[src/rtl/dm_arb_pkg.sv]
// Shared types and defaults for the data-memory port arbiter.
package dm_arb_pkg;

    localparam int unsigned ADDR_W_DEF = 12;
    localparam int unsigned DATA_W_DEF = 32;

    // Arbiter sequencing states
    typedef enum logic [1:0] {
        IDLE  = 2'd0,
        ISSUE = 2'd1,
        RESP  = 2'd2
    } dm_arb_state_t;

    // Captured command of the granted port
    typedef struct packed {
        logic                  we;
        logic [ADDR_W_DEF-1:0] addr;
        logic [DATA_W_DEF-1:0] wdata;
    } dm_req_t;

    // One-hot port mask for a 2-port index
    function automatic logic [1:0] port_onehot(input logic idx);
        return idx ? 2'b10 : 2'b01;
    endfunction

endpackage

[src/rtl/dm_port_arbiter_if.sv]
// Request/response channels of the two requesters facing the arbiter.
interface dm_port_arbiter_if
    import dm_arb_pkg::*;
#(
    parameter int unsigned ADDR_W = ADDR_W_DEF,
    parameter int unsigned DATA_W = DATA_W_DEF
);

    logic [1:0]             req_valid;
    logic [1:0]             req_ready;
    logic [1:0]             req_we;
    logic [1:0][ADDR_W-1:0] req_addr;
    logic [1:0][DATA_W-1:0] req_wdata;
    logic [1:0]             rsp_valid;
    logic [1:0]             rsp_ready;
    logic [DATA_W-1:0]      rsp_rdata;

    // Requester side
    modport master (
        output req_valid, req_we, req_addr, req_wdata, rsp_ready,
        input  req_ready, rsp_valid, rsp_rdata
    );

    // Arbiter side
    modport slave (
        input  req_valid, req_we, req_addr, req_wdata, rsp_ready,
        output req_ready, rsp_valid, rsp_rdata
    );

endinterface

[src/rtl/dm_rr_pick2.sv]
// Combinational two-way round-robin picker: on contention the port that did
// not win last time is chosen.
module dm_rr_pick2
    import dm_arb_pkg::*;
(
    input  logic [1:0] req,
    input  logic       last,
    output logic [1:0] gnt,
    output logic       gnt_idx
);

    // Select the winning index, then expand to a one-hot grant
    always_comb begin
        gnt_idx = 1'b0;
        gnt     = 2'b00;
        case (req)
            2'b01:   gnt_idx = 1'b0;
            2'b10:   gnt_idx = 1'b1;
            2'b11:   gnt_idx = ~last;
            default: gnt_idx = 1'b0;
        endcase
        if (req != 2'b00) begin
            gnt = port_onehot(gnt_idx);
        end
    end

endmodule

[src/rtl/dm_port_arbiter.sv]
// Two-port arbiter and sequencer in front of the single-ported data memory.
// One transaction at a time: IDLE picks and captures, ISSUE strobes the
// memory for one cycle, RESP holds the response until the owner accepts it.
// ADDR_W/DATA_W must not exceed the package widths that size dm_req_t.
module dm_port_arbiter
    import dm_arb_pkg::*;
#(
    parameter int unsigned ADDR_W = ADDR_W_DEF,
    parameter int unsigned DATA_W = DATA_W_DEF
)
(
    input  logic                  clk,
    input  logic                  rst,
    dm_port_arbiter_if.slave      bus,
    output logic                  DM_enable,
    output logic                  DM_read,
    output logic                  DM_write,
    output logic [ADDR_W-1:0]     DM_address,
    output logic [DATA_W-1:0]     DM_in,
    input  logic [DATA_W-1:0]     DM_out,
    output logic                  busy,
    output logic                  grant_id
);

    dm_arb_state_t state;
    dm_req_t       cmd_q;
    dm_req_t       next_cmd;
    logic          last_grant;
    logic [1:0]    rsp_valid_q;
    logic [1:0]    pick_gnt;
    logic          pick_idx;

    dm_rr_pick2 u_pick (
        .req     (bus.req_valid),
        .last    (last_grant),
        .gnt     (pick_gnt),
        .gnt_idx (pick_idx)
    );

    // Command fields of the currently picked port
    always_comb begin
        next_cmd       = '0;
        next_cmd.we    = bus.req_we[pick_idx];
        next_cmd.addr  = ADDR_W_DEF'(bus.req_addr[pick_idx]);
        next_cmd.wdata = DATA_W_DEF'(bus.req_wdata[pick_idx]);
    end

    // Accept only in IDLE; held off during reset so nothing is lost silently
    assign bus.req_ready = (state == IDLE && !rst) ? pick_gnt : 2'b00;

    // Response channel; DM_out is stable in RESP because no strobe is issued
    assign bus.rsp_valid = rsp_valid_q;
    assign bus.rsp_rdata = (state == RESP && !cmd_q.we) ? DM_out : '0;

    // Address and write data are taken straight from the captured command
    assign DM_address = ADDR_W'(cmd_q.addr);
    assign DM_in      = DATA_W'(cmd_q.wdata);

    // Sequencer FSM with registered strobes, response valid and busy
    always_ff @(posedge clk) begin
        if (rst) begin
            state       <= IDLE;
            last_grant  <= 1'b1;
            grant_id    <= 1'b0;
            cmd_q       <= '0;
            DM_enable   <= 1'b0;
            DM_read     <= 1'b0;
            DM_write    <= 1'b0;
            rsp_valid_q <= 2'b00;
            busy        <= 1'b0;
        end else begin
            DM_enable <= 1'b0;
            DM_read   <= 1'b0;
            DM_write  <= 1'b0;
            case (state)
                IDLE: begin
                    if (pick_gnt != 2'b00) begin
                        cmd_q      <= next_cmd;
                        grant_id   <= pick_idx;
                        last_grant <= pick_idx;
                        DM_enable  <= 1'b1;
                        DM_read    <= ~next_cmd.we;
                        DM_write   <= next_cmd.we;
                        busy       <= 1'b1;
                        state      <= ISSUE;
                    end
                end
                ISSUE: begin
                    rsp_valid_q <= port_onehot(grant_id);
                    state       <= RESP;
                end
                RESP: begin
                    if (bus.rsp_ready[grant_id]) begin
                        rsp_valid_q <= 2'b00;
                        busy        <= 1'b0;
                        state       <= IDLE;
                    end
                end
                default: begin
                    rsp_valid_q <= 2'b00;
                    busy        <= 1'b0;
                    state       <= IDLE;
                end
            endcase
        end
    end

endmodule

[src/flat_wrapper.sv]
// flat-port wrapper written by rule: the top's interface ports become plain ports
module dm_port_arbiter_flat import dm_arb_pkg::*;
#(
    parameter int unsigned ADDR_W = ADDR_W_DEF,
    parameter int unsigned DATA_W = DATA_W_DEF
)
  (clk, rst, DM_enable, DM_read, DM_write, DM_address, DM_in, DM_out, busy, grant_id, bus_req_valid, bus_req_we, bus_req_addr, bus_req_wdata, bus_rsp_ready, bus_req_ready, bus_rsp_valid, bus_rsp_rdata);
  dm_port_arbiter_if #(.ADDR_W(ADDR_W), .DATA_W(DATA_W)) bus_i ();
  input  logic clk;
  input  logic rst;
  output logic DM_enable;
  output logic DM_read;
  output logic DM_write;
  output logic [ADDR_W-1:0] DM_address;
  output logic [DATA_W-1:0] DM_in;
  input  logic [DATA_W-1:0] DM_out;
  output logic busy;
  output logic grant_id;
  input wire logic [$bits(bus_i.req_valid)-1:0] bus_req_valid;
  input wire logic [$bits(bus_i.req_we)-1:0] bus_req_we;
  input wire logic [$bits(bus_i.req_addr)-1:0] bus_req_addr;
  input wire logic [$bits(bus_i.req_wdata)-1:0] bus_req_wdata;
  input wire logic [$bits(bus_i.rsp_ready)-1:0] bus_rsp_ready;
  output wire logic [$bits(bus_i.req_ready)-1:0] bus_req_ready;
  output wire logic [$bits(bus_i.rsp_valid)-1:0] bus_rsp_valid;
  output wire logic [$bits(bus_i.rsp_rdata)-1:0] bus_rsp_rdata;
  assign bus_i.req_valid = bus_req_valid;
  assign bus_i.req_we = bus_req_we;
  assign bus_i.req_addr = bus_req_addr;
  assign bus_i.req_wdata = bus_req_wdata;
  assign bus_i.rsp_ready = bus_rsp_ready;
  assign bus_req_ready = bus_i.req_ready;
  assign bus_rsp_valid = bus_i.rsp_valid;
  assign bus_rsp_rdata = bus_i.rsp_rdata;
  dm_port_arbiter #(.ADDR_W(ADDR_W), .DATA_W(DATA_W)) u_core (.clk(clk), .rst(rst), .bus(bus_i), .DM_enable(DM_enable), .DM_read(DM_read), .DM_write(DM_write), .DM_address(DM_address), .DM_in(DM_in), .DM_out(DM_out), .busy(busy), .grant_id(grant_id));
endmodule
[config.mk]
export PLATFORM = sky130hd
export DESIGN_NAME = dm_port_arbiter_flat
export DESIGN_NICKNAME = d
export VERILOG_FILES = /design/src/rtl/dm_arb_pkg.sv /design/src/rtl/dm_port_arbiter_if.sv /design/src/rtl/dm_rr_pick2.sv /design/src/rtl/dm_port_arbiter.sv /design/src/flat_wrapper.sv
export SDC_FILE = /design/constraint.sdc
export NUM_CORES = 1
export LEC_CHECK = 0
export CAP_MARGIN = 10
export CORE_MARGIN = 3
export CORE_UTILIZATION = 32
export DETAILED_ROUTE_END_ITERATION = 16
export PLACE_DENSITY = 0.8
export SLEW_MARGIN = 20
export SYNTH_ARGS = -nofsm -noshare
export SYNTH_HDL_FRONTEND = slang
export SYNTH_SLANG_ARGS = --single-unit
[constraint.sdc]
create_clock -name clk -period 1.3 [get_ports clk]
set_clock_uncertainty 0.05 [all_clocks]
set_input_delay 0.13 -clock clk [delete_from_list [all_inputs] [get_ports clk]]
set_output_delay 0.13 -clock clk [all_outputs]
set_load 0.05 [all_outputs]
After elaboration in Yosys (flattened, before gate mapping):

Index checks and enable logic that the tools add are counted.

* bits in registers: 55
* bits in read-only memories: 0
* memories kept: 0
* logic and storage cells: 59
* bits in latches: 0
* memory bits (writable): 0

* divide/modulo/power cells: 0
* eq/ne operators: 6
* bitwise operators: 5
* shift-type cells: 0
* mux-type cells: 22
* $add $sub $neg: 0
* reduce and logical (&&, ||, !) cells: 13
* $mul: 0
* magnitude comparators: 2

Operators with widths (number)
* $mux W32: 3
* $mux W12: 2
* $mux W2: 6
* $pmux W2 S3: 2
* $mux W1: 7
* $eq A2 B2 Y1 const B: 3
* $reduce_and A2 Y1: 3
* $not A1 Y1: 5
* $lt A1 B2 Y1 const B: 2
* $ne A2 B2 Y1 const B: 2
* $reduce_bool A2 Y1: 2
* $pmux W1 S3: 1
* $reduce_and A3 Y1: 1
* $reduce_or A3 Y1: 1
* $eq A2 B1 Y1 const B: 1
* $logic_and A1 B1 Y1: 2
* $logic_not A1 Y1: 2
* $logic_not A2 Y1: 1
* $pmux W1 S2: 1
* $reduce_or A2 Y1: 1

Depth between registers and ports, before layout:

* depth in word-level cells: 7
* depth in mapped cells: 5
* depth with buffers taken out: 4

Cells and area by module:

From an unflattened synthesis, not the netlist that was laid out.

* cells, all modules: 335
* area, all modules: 3193.1 µm²

By module, submodules not included
* dm_port_arbiter: seq. area each 1101.1 µm², area each 3166.8 µm², cells an instance 331, times used 1
* dm_rr_pick2: seq. area each 0.0 µm², area each 26.3 µm², cells an instance 4, times used 1

Worst setup path after synthesis:

No wires, ideal clock.

* kind: reg2out
* from: reg u_core.state[1]
* to: out bus_rsp_rdata[10]
* stages on the path, launching flop included: 5
* setup slack: -232 ps
* arrival time: 1352 ps
* buffers on the path: 2
* path through: dfxtp_1 buf_4 nor3b_2 clkbuf_1 and2_1

* longest elaborated chain between the ends: 3

Ends and longest elaborated chain
* from (decl): RTL line dm_port_arbiter.sv:25 `dm_arb_state_t state;`
* from (signal assigned): RTL line dm_port_arbiter.sv:62 `state <= IDLE;`
* from (signal assigned): RTL line dm_port_arbiter.sv:85 `state <= ISSUE;`
* from (signal assigned): RTL line dm_port_arbiter.sv:90 `state <= RESP;`
* $eq A2 B2 Y1: RTL line dm_port_arbiter.sv:53 `assign bus.rsp_rdata = (state == RESP && !cmd_q.we) ? DM_out : '0;`
* $logic_and A1 B1 Y1: RTL line dm_port_arbiter.sv:53
* $mux W32: RTL line dm_port_arbiter.sv:53
* to (decl): RTL line flat_wrapper.sv:26 `output wire logic [$bits(bus_i.rsp_rdata)-1:0] bus_rsp_rdata;`

Every way passes these cells.

Worst setup path in the final report:

* from: reg u_core.state[0]
* to: out bus_rsp_rdata[5]

Same word-level chain as after synthesis.

==> impl_results.rst <==
.. list-table::
   :header-rows: 1

   * - Metric
     - Value
   * - Outcome
     - finished, violations left
   * - Violated checks
     - negative setup slack
   * - Count of buffering cells on the critical path with inverters included
     - 3
   * - RSZ-0062 raised after global routing
     - true
   * - Via count of the first global-routing pass
     - 3681
   * - EDFF count, synth
     - 0
   * - Top area cells in the synthesized netlist
     - sky130_fd_sc_hd__dfxtp_1, sky130_fd_sc_hd__buf_4, sky130_fd_sc_hd__a32oi_1
   * - Cell family with most CP delay
     - buffers and inverters
   * - Die width
     - around 100 um
   * - Top-level I/O count
     - between 200 and 250
   * - Largest net degree at the start of global routing
     - 27
   * - H-Tree Depth
     - 2
   * - Cells after synthesis
     - roughly 380
   * - Count leader, synth
     - sky130_fd_sc_hd__nand2_1
   * - Leakage power figure
     - roughly 2.8 nW
   * - Total congestion overflow after global routing
     - 0
   * - Routability-driven placement congestion ratio
     - between 0.7 and 0.8
   * - Fin area
     - 6900 sq um
   * - Share of flip-flops with an asynchronous set or reset after synthesis
     - 0%
   * - Post-route clock period utilization
     - 128%
   * - Number of nets with antenna violations after routing
     - 0
   * - Worst reg-to-reg setup slack
     - -0.31 ns
   * - Max IR drop VDD
     - around 0.63 mV
   * - Number of distinct library cell variants in the gate-level netlist after synthesis
     - 29
   * - Most common cell on crit path
     - sky130_fd_sc_hd__buf_12
   * - Synthesis warning total
     - 0
   * - Wire length per cell
     - ~19 um
   * - Startpoint of the tightest hold check path
     - bus_req_valid[1]
   * - Maximum root-to-sink buffer count
     - 2
   * - Cell with the biggest individual delay on the critical path
     - sky130_fd_sc_hd__dfxtp_4
   * - Cell depth of the worst flop-to-flop path
     - 7
   * - Power after layout
     - around 7.3 mW
   * - Clock-pin slew on the worst setup and hold paths
     - about 0.11 ns
   * - Number of gates on the worst path with buffers counted
     - 5
   * - Worst slew slack as a fraction of its limit
     - 77.5%
   * - Via-per-instance ratio
     - a little under 5
   * - Arrival time of data at the critical path endpoint
     - roughly 1.5 ns
   * - Cell Chain, Critical Path
     - nor3b_4 -> buf_6 -> buf_12 -> and2_2 -> buf_12
   * - Number of flip-flops and latches in the synthesized netlist
     - 55
   * - DR pass1 iterations
     - 4
   * - Standard-cell rows
     - 35
   * - Die Y-Extent
     - about 100 um
   * - Register area
     - ~1100 sq um
   * - Final #Nets
     - 701
   * - Net count after synthesis
     - around 500
   * - Sequential cell area fraction in the yosys report
     - between 30% and 40%
   * - Count of filler cells inserted in the layout
     - between 600 and 700
   * - Share of final-layout standard cells stronger than drive strength 1
     - 36.2%
   * - Hold/Removal Path Class
     - primary input to flip-flop
   * - Number of antenna violations at the first check in global routing
     - 0
   * - GR Util All Layers
     - about a quarter
   * - Synthesized area per cell
     - about 8.3 sq um
   * - Final Critical Period
     - approximately 1.7 ns
   * - Maximum fanout along the worst path
     - 16
   * - Hold slack final
     - 0.222 ns
   * - Die ar.
     - 11000 sq um
   * - DRC errors left
     - 0
   * - Drt first-iter violations
     - between 100 and 150
   * - Delay of the slowest cell on the worst path
     - 0.38 ns
   * - Element type at the critical path end
     - output pin
   * - Worst-skew pair later-pin latency
     - just over 0.3 ns
   * - Clock Sink Count
     - 55
   * - Setup CP Type
     - flip-flop to output pin
   * - Area of the multi-input gates
     - ~1700 sq um
   * - Number of vias after detailed routing
     - around 3.5k
   * - Yosys top cell area share
     - between 30% and 40%
   * - Port Buffers
     - between 200 and 250
   * - Crit Reg-Reg Endpoint
     - u_core.DM_in[12]$_SDFFE_PP0P_
   * - Total wire length
     - 13.3 mm
   * - Post-DP Area
     - 6040 sq um
   * - Minimum setup slack in the final design
     - -0.367 ns
   * - Dominant register cell in the synthesized netlist
     - sky130_fd_sc_hd__dfxtp_1
   * - Worst setup path endpoint
     - bus_rsp_rdata[5]
   * - Layout area overhead
     - 121%
   * - Startpoint types
     - flip-flop
   * - Half-perimeter wire length after placement
     - 9.18 mm
   * - Starting density of the core
     - ~33%
   * - Fin. max-slew vios
     - 0
   * - Number of hold violations in the final report
     - 0
   * - Core region area
     - roughly 9400 sq um
   * - Slew @ Worst Pin
     - between 0.3 and 0.4 ns
   * - TNS Setup
     - -22.87 ns
   * - Clock tree from TritonCTS
     - built
   * - # Max-Cap Violations
     - 0
   * - Reg-to-reg startpoint
     - u_core.state[0]$_SDFFE_PP0P_
   * - Pwr Density
     - around 1100 nW/um^2
   * - Final setup violating endpoints
     - 83
   * - Wire length of the first global-routing pass
     - ~20 mm
   * - Top post-synthesis cells by count
     - sky130_fd_sc_hd__nand2_1, sky130_fd_sc_hd__dfxtp_1, sky130_fd_sc_hd__buf_4
   * - Worst EP required
     - around 1.1 ns
   * - Netlist Area Pre-Place
     - between 3000 and 4000 sq um
   * - Crit path from
     - u_core.state[0]$_SDFFE_PP0P_
   * - Final core area utilization
     - between 70% and 80%
   * - CTS buffer count
     - 5
   * - Root Buffer
     - sky130_fd_sc_hd__clkbuf_8
   * - Synth area leader
     - sky130_fd_sc_hd__dfxtp_1
   * - Peak Freq
     - 600 MHz
   * - Number of antenna repair diodes
     - 0
-- layer usage --
metal  wire [um]  vias up  track usage, %
met5           0        -               0
met1        4670     1627            25.1
met4         378        0            6.00
met2        7080      182            43.6
met3        1190       23            7.54
li1            -     1627               -
-- cells by family after synthesis --
logic type	after synthesis	synth area share, %
multiplexers	3	0.963
AND/OR/NAND/NOR	182	30.0
buffers and inverters	75	17.6
flip-flops	55	35.3
AO/OA/AOI/OAI	61	16.1
-- report_power, final --
| part | leakage, nW | switching [mW] | internal [mW] |
|---|---|---|---|
| Clock | 0.0587 | 0.612 | 0.586 |
| Sequential | 0.459 | 0.261 | 1.93 |
| Combinational | 2.25 | 1.80 | 2.10 |
| Total | 2.77 | 2.68 | 4.61 |
-- what timing repair did --
item	CTS	global route
hold buffers	0	0
pin swaps	27	10
cloned	13	0
setup endpoints to repair	80	87
hold endpoints to repair	0	0
gates resized for setup	47	30
setup buffers	13	2
-- worst reg2reg max path, cell delays in order (launching register included) --
cell	delay (ns)
sky130_fd_sc_hd__dfxtp_4	0.38
sky130_fd_sc_hd__buf_4	0.16
sky130_fd_sc_hd__buf_4	0.14
sky130_fd_sc_hd__nor3_4	0.19
sky130_fd_sc_hd__buf_6	0.15
sky130_fd_sc_hd__buf_12	0.11
sky130_fd_sc_hd__bufbuf_16	0.25
sky130_fd_sc_hd__a32oi_1	0.08
-- stage by stage --
step                      instances  setup WS (ns)
after global routing            703         -0.437
final                           703         -0.367
after detailed placement        668         -0.450
after floorplan                 376         -0.105
after global placement          668         -0.315
after CTS                       702         -0.334
-- cells in the final DEF (no fill, tap or decap), types with 2 or more instances in the layout --
cell type                         synthesis  layout
sky130_fd_sc_hd__buf_6                    9      10
sky130_fd_sc_hd__dfxtp_1                 55      51
sky130_fd_sc_hd__clkbuf_8                 0       5
sky130_fd_sc_hd__a21oi_1                 10      10
sky130_fd_sc_hd__inv_1                    3       3
sky130_fd_sc_hd__a32oi_1                 40      27
sky130_fd_sc_hd__mux2i_1                  3       2
sky130_fd_sc_hd__nand3b_1                 3       3
sky130_fd_sc_hd__a311oi_1                 4       2
sky130_fd_sc_hd__clkdlybuf4s50_1          0     125
sky130_fd_sc_hd__buf_4                   52      14
sky130_fd_sc_hd__a32oi_2                  0      13
sky130_fd_sc_hd__nand2b_1                45      45
sky130_fd_sc_hd__buf_12                   0      99
sky130_fd_sc_hd__nand2_8                  0       2
sky130_fd_sc_hd__and2_2                   0      11
sky130_fd_sc_hd__buf_16                   0      10
sky130_fd_sc_hd__and2_4                   0      22
sky130_fd_sc_hd__nand2_1                 89      89
sky130_fd_sc_hd__nor2_4                   0       2
sky130_fd_sc_hd__a311oi_2                 0       2
sky130_fd_sc_hd__dfxtp_2                  0       3
sky130_fd_sc_hd__nor3_4                   1       2
-- worst min path at each step --
stage / end / cells past startpoint
2_1_floorplan: u_core.DM_address[0]$_SDFFE_PP0P_ / 2
3_3_place_gp: u_core.DM_in[8]$_SDFFE_PP0P_ / 2
3_5_place_dp: u_core.DM_in[27]$_SDFFE_PP0P_ / 2
4_1_cts: u_core.DM_in[25]$_SDFFE_PP0P_ / 3
5_1_grt: u_core.last_grant$_SDFFE_PP1P_ / 3
6_report: u_core.last_grant$_SDFFE_PP1P_ / 3
-- state kept, by name, indices dropped and copies added, names as in the netlist --
register / flops
u_core.DM_address: 12
u_core.DM_enable: 1
u_core.DM_in: 32
u_core.DM_read: 1
u_core.DM_write: 1
u_core.bus.rsp_valid: 2
u_core.busy: 1
u_core.cmd_q: 1
u_core.grant_id: 1
u_core.last_grant: 1
u_core.state: 2
-- cell type report --
cell class,instances,share of cell area (%)
multi-input combinational,247,25.0
inverter,3,0.163
clock buffer,5,0.997
timing repair buffer,261,54.7
tap,129,2.34
sequential,55,16.1
clock inverter,3,0.689
Power figures use the tool's default switching activity.
